[src/rtl/if_pc_bht_pkg.sv]
// Shared constants and types for the fetch-stage PC generator and its
// branch history table.
package if_pc_bht_pkg;

    localparam int unsigned INST_W = 32;
    localparam logic [INST_W-1:0] RESET_PC_DEF = 32'h0000_0000;

    // 2-bit saturating counter states; bit 1 is the taken prediction.
    typedef enum logic [1:0] {
        SNT = 2'b00,
        WNT = 2'b01,
        WT  = 2'b10,
        ST  = 2'b11
    } cnt_t;

endpackage

[src/rtl/if_pc_bht_bht_2bit.sv]
// Untagged table of 2-bit saturating counters: one combinational lookup,
// one synchronous update port, asynchronous reset to CNT_INIT.
module bht_2bit
    import if_pc_bht_pkg::*;
#(
    parameter int unsigned BHT_IDX_W = 6,
    parameter cnt_t        CNT_INIT  = WNT
) (
    input  logic                 clk,
    input  logic                 rst,
    input  logic [BHT_IDX_W-1:0] rd_idx,
    output logic                 rd_taken,
    input  logic                 upd_en,
    input  logic [BHT_IDX_W-1:0] upd_idx,
    input  logic                 upd_taken
);

    localparam int unsigned DEPTH = 1 << BHT_IDX_W;

    cnt_t tbl [DEPTH];

    // Lookup sees the pre-update value when read and write collide.
    assign rd_taken = tbl[rd_idx][1];

    always_ff @(posedge clk or posedge rst) begin
        if (rst) begin
            for (int unsigned i = 0; i < DEPTH; i++) begin
                tbl[i] <= CNT_INIT;
            end
        end else if (upd_en) begin
            if (upd_taken) begin
                if (tbl[upd_idx] != ST) begin
                    tbl[upd_idx] <= cnt_t'(tbl[upd_idx] + 2'd1);
                end
            end else begin
                if (tbl[upd_idx] != SNT) begin
                    tbl[upd_idx] <= cnt_t'(tbl[upd_idx] - 2'd1);
                end
            end
        end
    end

endmodule

[src/rtl/if_pc_bht.sv]
// Fetch-stage PC generator with ID/EX redirects and an optional 2-bit BHT.
// Define BHT_EN to include the predictor; otherwise prediction is static not-taken.
module if_pc_bht
    import if_pc_bht_pkg::*;
#(
    parameter logic [INST_W-1:0] RESET_PC  = RESET_PC_DEF,
    parameter int unsigned       BHT_IDX_W = 6,
    parameter logic [1:0]        CNT_INIT  = WNT
) (
    input  logic              clk,
    input  logic              rst,
    input  logic              stall,
    output logic [INST_W-1:0] inst_addr,
    output logic              if_kill,
    input  logic              id_valid,
    input  logic              id_is_branch,
    input  logic              id_is_jal,
    input  logic [INST_W-1:0] id_inst_addr,
    input  logic [INST_W-1:0] id_target,
    output logic              jmp_pred,
    input  logic              ex_we,
    input  logic              ex_jmp,
    input  logic [INST_W-1:0] ex_inst_addr,
    input  logic              ex_flush,
    input  logic [INST_W-1:0] ex_new_inst_addr
);

    logic id_redir;

`ifdef BHT_EN
    logic bht_taken;
    logic unused_addr_bits;

    bht_2bit #(
        .BHT_IDX_W (BHT_IDX_W),
        .CNT_INIT  (cnt_t'(CNT_INIT))
    ) u_bht (
        .clk       (clk),
        .rst       (rst),
        .rd_idx    (id_inst_addr[BHT_IDX_W+1:2]),
        .rd_taken  (bht_taken),
        .upd_en    (ex_we),
        .upd_idx   (ex_inst_addr[BHT_IDX_W+1:2]),
        .upd_taken (ex_jmp)
    );

    assign jmp_pred = id_valid & id_is_branch & bht_taken;

    assign unused_addr_bits = ^{id_inst_addr[INST_W-1:BHT_IDX_W+2], id_inst_addr[1:0],
                                ex_inst_addr[INST_W-1:BHT_IDX_W+2], ex_inst_addr[1:0]};
`else
    localparam int unsigned unused_idx_w    = BHT_IDX_W;
    localparam logic [1:0]  unused_cnt_init = CNT_INIT;
    logic unused_inputs;

    assign jmp_pred      = 1'b0;
    assign unused_inputs = ^{ex_we, ex_jmp, ex_inst_addr, id_inst_addr, id_is_branch};
`endif

    assign id_redir = id_valid & ~stall & (id_is_jal | jmp_pred);
    assign if_kill  = ex_flush | id_redir;

    // EX flush beats everything, including stall: the ID instruction is wrong-path.
    always_ff @(posedge clk or posedge rst) begin
        if (rst) begin
            inst_addr <= RESET_PC;
        end else if (ex_flush) begin
            inst_addr <= ex_new_inst_addr;
        end else if (id_redir) begin
            inst_addr <= id_target;
        end else if (!stall) begin
            inst_addr <= inst_addr + 32'd4;
        end
    end

endmodule

[config.mk]
export PLATFORM = sky130hd
export DESIGN_NAME = if_pc_bht
export DESIGN_NICKNAME = d
export VERILOG_FILES = /design/src/rtl/if_pc_bht_pkg.sv /design/src/rtl/if_pc_bht_bht_2bit.sv /design/src/rtl/if_pc_bht.sv
export SDC_FILE = /design/constraint.sdc
export NUM_CORES = 1
export LEC_CHECK = 0
export ABC_AREA = 1
export CAP_MARGIN = 5
export CORE_MARGIN = 2
export CORE_UTILIZATION = 32
export CTS_BUF_LIST = sky130_fd_sc_hd__clkbuf_4 sky130_fd_sc_hd__clkbuf_8 sky130_fd_sc_hd__clkbuf_16
export DETAILED_ROUTE_END_ITERATION = 12
export PLACE_DENSITY = 0.83
export SYNTH_ARGS = -nofsm -noshare
export SYNTH_HDL_FRONTEND = slang
export SYNTH_SLANG_ARGS = --single-unit
[constraint.sdc]
create_clock -name clk -period 1.85 [get_ports clk]
set_input_delay 0.37 -clock clk [delete_from_list [all_inputs] [get_ports clk]]
set_output_delay 0.37 -clock clk [all_outputs]
set_load 0.01 [all_outputs]
==> impl_results.md, run 1 <==
- CTS tree: yes
- Crit-path cells: clkdlybuf4s50_1
- Final hold vios: 0
- Setup TNS: 0 ps
- Max FFs per register: 32
- Ys async rst share: 100.0%
- Leak: 0.001831 uW
- Min-delay worst type: input port to async pin
- Total number of H-tree levels: 2
- Worst EP arrival: 1390 ps
- Fin crit period: 1762 ps
- Post-Syn Area: 0.002684 sq mm
- Register area share after synthesis: 29.84%
- Root buffer cell: clkbuf_8
- DRC viols: 0
- Most frequent cell after synthesis: nand2_1
- DP Wirelength: 6863 microns
- Area of the die: 0.009136 sq mm
- Vias/cell: 4.825
- Final worst path period share: 95.22%
- R2R setup slack: 170 ps
- Worst path buffer plus inverter count: 1
- Max_cap viols: 0
- Filler Cells Inserted: 820
- Yosys warns: 0
- Biggest regs: inst_addr x32
- Final WL: 8949 microns
- Top reg by flops: inst_addr
- Clock latency on the worst-skew pair: 290 ps
- Status: finished, final reports clean
- Setup Skew: 10.13 ps
- Worst VDD drop: 0.2881 mV
- Crit Path Max Fanout: 6
- Crit Path Class: register to output pin
- GRT Residual Overflow: 0
- Max frequency: 0.5677 GHz
- Power Total: 2445 uW
- Worst path slowest cell: clkdlybuf4s50_1
- Largest net degree at the start of global routing: 33
- CP Data Required Time: 1480 ps
- PD cells: 606.2 mW/mm^2
- Top cell family by delay on the critical path: buffers and inverters
- Clock sink count: 32
- Number of global-route vias before repair: 3078
- Max incr delay on CP: 620 ps
- DR vias: 3281
- Synth Instances: 460
- Synth top area share: 29.84%
- Worst r2r src: inst_addr[3]
- Top Ports: 171
- EDFF count, synth: 0
- Synth cell count leaders: 162 x nand2_1, 86 x nor2_1, 56 x nand3_1
- Final Max Slew Viols: 0
- Number of port buffers: 102
- Dominant cell type by area after synthesis: dfrtp_1
- Top cells by area, synth: dfrtp_1 30%, nand2_1 23%, nor2_1 12%, nand3_1 10%, inv_1 6.6%
- Yosys cell types: 27
- Initial antenna violation count: 0
- Count of final setup violators: 0
- Pre-antenna DRT Iters: 5
- Starting Density: 32.83%
- ANT cells: 0
- Startpoint Class: register
- Total CTS buffers: 5
- Worst slack, placed: -239.0 ps
- Row cnt: 33
- Wire length per cell: 13.16 microns
- Iteration-0 DRC Markers: 192
- Clk pin slew, worst setup/hold paths: 80 ps
- Layout area overhead: 50.30%
- Gr usage total: 19.79%
- Crit path from: inst_addr[18]
- Die W: 95.58 microns
- RSZ-0062 raised after global routing: no
- Antenna Nets Post-Route: 0
- Main synth FF type: dfrtp_1
- First-pass GRT wire length: 14290 microns
- Layout cell share with drive strength beyond 1: 7.304%
- Core area: 0.008175 sq mm
- Setup ws final: 88.38 ps
- Synthesized area per cell: 5.834 sq um
- CTS max path bufs: 2
- Syn Nets: 598
- Die Y: 95.58 microns
- CP endpoint kind: output pin
- FF+latch count, synth: 32
- GPL Wtd Cong: 0.9236
- Layout net count: 712
## area by class of cell
class,count,area [sq um],share of cell area [%]
well taps,105,131.4,3.257
repair buffers,120,1167,28.94
inverters,49,183.9,4.560
clock buffers,7,96.34,2.388
multi-input cells,366,1624,40.26
clock inverters,1,30.03,0.7444
flip-flops and latches,32,800.8,19.85
## path summary, 6_finish.rpt
check / end / depth (start not counted)
hold / removal: inst_addr[7] / 3
setup reg to reg: inst_addr[22] / 10
min in group clk: inst_addr[1] / 2
max in group asynchronous: inst_addr[26] / 3
hold reg to reg: inst_addr[1] / 2
setup / recovery: inst_addr[18] / 1
## metrics by stage
step	cells	cell area, sq um	utilization [%]	hold WS (ps)
floorplan	460	2684	-	486.2
global placement	669	3886	47.54	504.7
detailed placement	669	3886	47.54	522.1
CTS	677	4011	49.07	498.5
global route	680	4034	49.34	516.0
finish	680	4034	49.34	477.3
## power by group
group | switching (uW) | leakage, uW | internal, uW
Sequential | 117 | 0.000388 | 777
Clock | 281 | 0.0000645 | 476
Combinational | 373 | 0.00138 | 422
Total | 771 | 0.00183 | 1670
## timing repair
action | in CTS | in global routing
setup buffers | 0 | 3
gates resized for setup | 2 | 0
hold buffers | 0 | 0
pin swaps | 0 | 1
endpoints found under the setup margin | 1 | 1
## cell usage in the layout (no fill, tap or decap), drive strengths merged
cell type        n
and2             3
buf             18
bufinv           1
clkbuf           7
clkdlybuf4s50  101
conb             1
dfrtp           32
dlygate4sd2      1
ha               1
inv             49
nand2          168
nand3           56
nor2            93
o211ai           3
o21ai           32
o21bai           1
o221ai           2
o22ai            1
or2              2
xnor2            3
## metal layers
metal	up-vias	share of wire [%]	GRT usage, %
met5	-	0	0
met4	0	1.6	7.500
met3	15	7.7	3.557
met2	147	47	32.34
met1	1452	44	25.95
li1	1667	-	-
## cells by family (layout without fill, tap and decap cells)
group	after synthesis	count (layout)	share of synthesized area (%)
flops	32	32	29.84
other cells	1	1	0.1397
compound gates	39	39	7.972
buf+inv	62	177	9.650
simple gates	322	322	50.96
fa+ha+maj	1	1	0.4661
xor+xnor	3	3	0.9792
(Power assumes the default switching activity.)
==> run 2: changes to the inputs <==
--- a/config.mk
+++ b/config.mk
@@ -8,10 +8,10 @@
 export ABC_AREA = 1
 export CAP_MARGIN = 5
 export CORE_MARGIN = 2
-export CORE_UTILIZATION = 32
+export CORE_UTILIZATION = 37
 export CTS_BUF_LIST = sky130_fd_sc_hd__clkbuf_4 sky130_fd_sc_hd__clkbuf_8 sky130_fd_sc_hd__clkbuf_16
 export DETAILED_ROUTE_END_ITERATION = 12
-export PLACE_DENSITY = 0.83
+export PLACE_DENSITY = 0.92
 export SYNTH_ARGS = -nofsm -noshare
 export SYNTH_HDL_FRONTEND = slang
 export SYNTH_SLANG_ARGS = --single-unit
==> run 2 against run 1 <==
Global-route usage grew 3.6 points. Non-clock buffer count shrank 1. Combinational power grew 0.6%. Count of clock-buffer cells in the layout grew 1. Sequential share of layout area grew 0.21 points. Die area shrank 13%. Critical path depth grew 1. Sequential cell count is the same.
==> impl_results.md, run 2 (same netlist as run 1, synthesis figures left out) <==
- Status: finished, final reports clean
- Die Y: 89.17 microns (-6.7%)
- Fin crit period: 1792 ps (+30.01 ps)
- Die W: 89.17 microns (-6.7%)
- Largest net degree at the start of global routing: 33 (unchanged)
- Core area: 0.007137 sq mm (-13%)
- DRC viols: 0 (unchanged)
- Row cnt: 31 (-6.1%)
- Max frequency: 0.5582 GHz (-1.7%)
- Total number of H-tree levels: 2 (unchanged)
- Crit Path Max Fanout: 5 (-1)
- Wire length per cell: 13.54 microns (+2.9%)
- Most frequent cells in the layout: 162 x nand2_1, 101 x clkdlybuf4s50_1, 86 x nor2_1, 56 x nand3_1, 46 x inv_1
- WL met2: 4355 microns (+3.3%)
- Root buffer cell: clkbuf_8
- Power Total: 2313 uW (-5.4%)
- Count of final setup violators: 0 (unchanged)
- Final Max Slew Viols: 0 (unchanged)
- Register area: 802.0 sq um (+0.16%)
- CTS max path bufs: 2 (unchanged)
- PD cells: 578.5 mW/mm^2 (-4.6%)
- Worst VDD drop: 0.2603 mV (-9.7%)
- Clk pin slew, worst setup/hold paths: 70 ps (about the same)
- DR vias: 3336 (+1.7%)
- Top routing layer used: met4
- CP Data Required Time: 1480 ps (about the same)
- Multi-input logic area: 0.001627 sq mm (+0.15%)
- Post-Layout Cell Count: 673 (-1.0%)
- Layout area overhead: 48.95%
- Crit Path Class: register to output pin
- Clock sink count: 32 (unchanged)
- Max_cap viols: 0 (unchanged)
- Min-delay worst type: input port to async pin
- Starting Density: 37.61% (+4.8 points)
- Antenna Nets Post-Route: 0 (unchanged)
- Clock latency on the worst-skew pair: 290 ps (about the same)
- ANT cells: 0 (unchanged)
- Iteration-0 DRC Markers: 298 (+55%)
- Commonest non-fill, non-tap cell in the layout: nand2_1
- Vias/cell: 4.957 (+2.7%)
- RSZ-0062 raised after global routing: no
- Gr usage total: 23.39% (+3.6 points)
- Final WL: 9114 microns (+1.8%)
- Placed cell count: 663 (-0.90%)
- Post-CTS Hold Buffers: 0 (unchanged)
- Number of port buffers: 102 (unchanged)
- Layout net count: 711 (-0.14%)
- DP Area: 0.003879 sq mm (-0.19%)
- Layout cell share with drive strength beyond 1: 7.491% (+0.19 points)
- Top Ports: 171 (unchanged)
- Leak: 0.001813 uW (-0.97%)
- Setup Skew: 6.190 ps (-3.940 ps)
- GRT Residual Overflow: 0 (unchanged)
- Filler Cells Inserted: 691 (-16%)
- Initial antenna violation count: 0 (unchanged)
- CP endpoint kind: output pin
- Pre-antenna DRT Iters: 5 (unchanged)
- GPL Wtd Cong: 0.9234 (about the same)
- Area of the die: 0.007950 sq mm (-13%)
- Worst EP arrival: 1420 ps (+30 ps)
- Max FFs per register: 32 (unchanged)
- Biggest regs: inst_addr x32
- DP Wirelength: 6988 microns (+1.8%)
- CTS tree: yes
- Total CTS buffers: 5 (unchanged)
- First-pass GRT wire length: 14550 microns (+1.8%)
- Final Instance Area: 0.003998 sq mm (-0.90%)
- Startpoint Class: register
- Final hold vios: 0 (unchanged)
- Final core utilization: 56.01% (+6.7 points)
- Setup TNS: 0 ps (unchanged)
- Final worst path period share: 96.84% (+1.6 points)
- Number of global-route vias before repair: 3195 (+3.8%)
- Top reg by flops: inst_addr
- Met3 WL: 806 microns (+17%)
- M1 WL: 3805 microns (-2.6%)
[run 2: changes by cell type in the layout (fill, tap and decap cells not counted), sizes merged]
cell	delta
buf	-1
bufinv	-1
clkbuf	+1
[run 2: area by class of cell]
type	instances	share of cell area [%]
multi-input cells	366	40.69
repair buffers	119	29.11
flip-flops and latches	32	20.06
inverters	49	4.601
well taps	99	3.099
clock buffers	8	2.441
[run 2: path summary, 6_finish.rpt]
| check | startpoint | to | slack, ps | depth (start not counted) |
|---|---|---|---|---|
| max in group asynchronous | rst | inst_addr[2] | 1030 | 3 |
| hold / removal | rst | inst_addr[9] | 480 | 3 |
| setup / recovery | inst_addr[3] | inst_addr[3] | 60 | 2 |
| hold reg to reg | inst_addr[1] | inst_addr[1] | 530 | 2 |
| min in group clk | inst_addr[1] | inst_addr[1] | 530 | 2 |
| setup reg to reg | inst_addr[3] | inst_addr[26] | 130 | 10 |
[run 2: timing repair]
| item | CTS | global route |
|---|---|---|
| gates resized for setup | 2 | 3 |
| setup endpoints to repair | 1 | 4 |
| buffers inserted | 0 | 2 |
| cloned | 0 | 0 |
[run 2: metal layers]
layer,vias up,GRT usage (%)
li1,1659,-
met1,1509,29.38
met2,154,40.74
met3,14,4.709
met4,0,6.513
met5,-,0
[run 2: report_power, final]
part | total, uW | internal, uW | switching, uW
sequential | 897 | 777 | 119
combinational | 800 | 422 | 378
clock | 616 | 333 | 283
[run 2: worst max-delay path, stage by stage, from the launching register on]
cell             delay, ps
dfrtp_1                430
buf_4                  140
clkdlybuf4s50_1        560
[run 2: through the flow]
stage	hold WS [ps]	setup WS (ps)
after global placement	507.5	-219.1
after global routing	529.2	4.597
after CTS	500.1	90.07
after detailed placement	507.7	-234.7
final	477.2	58.37
after floorplan	486.2	355.4
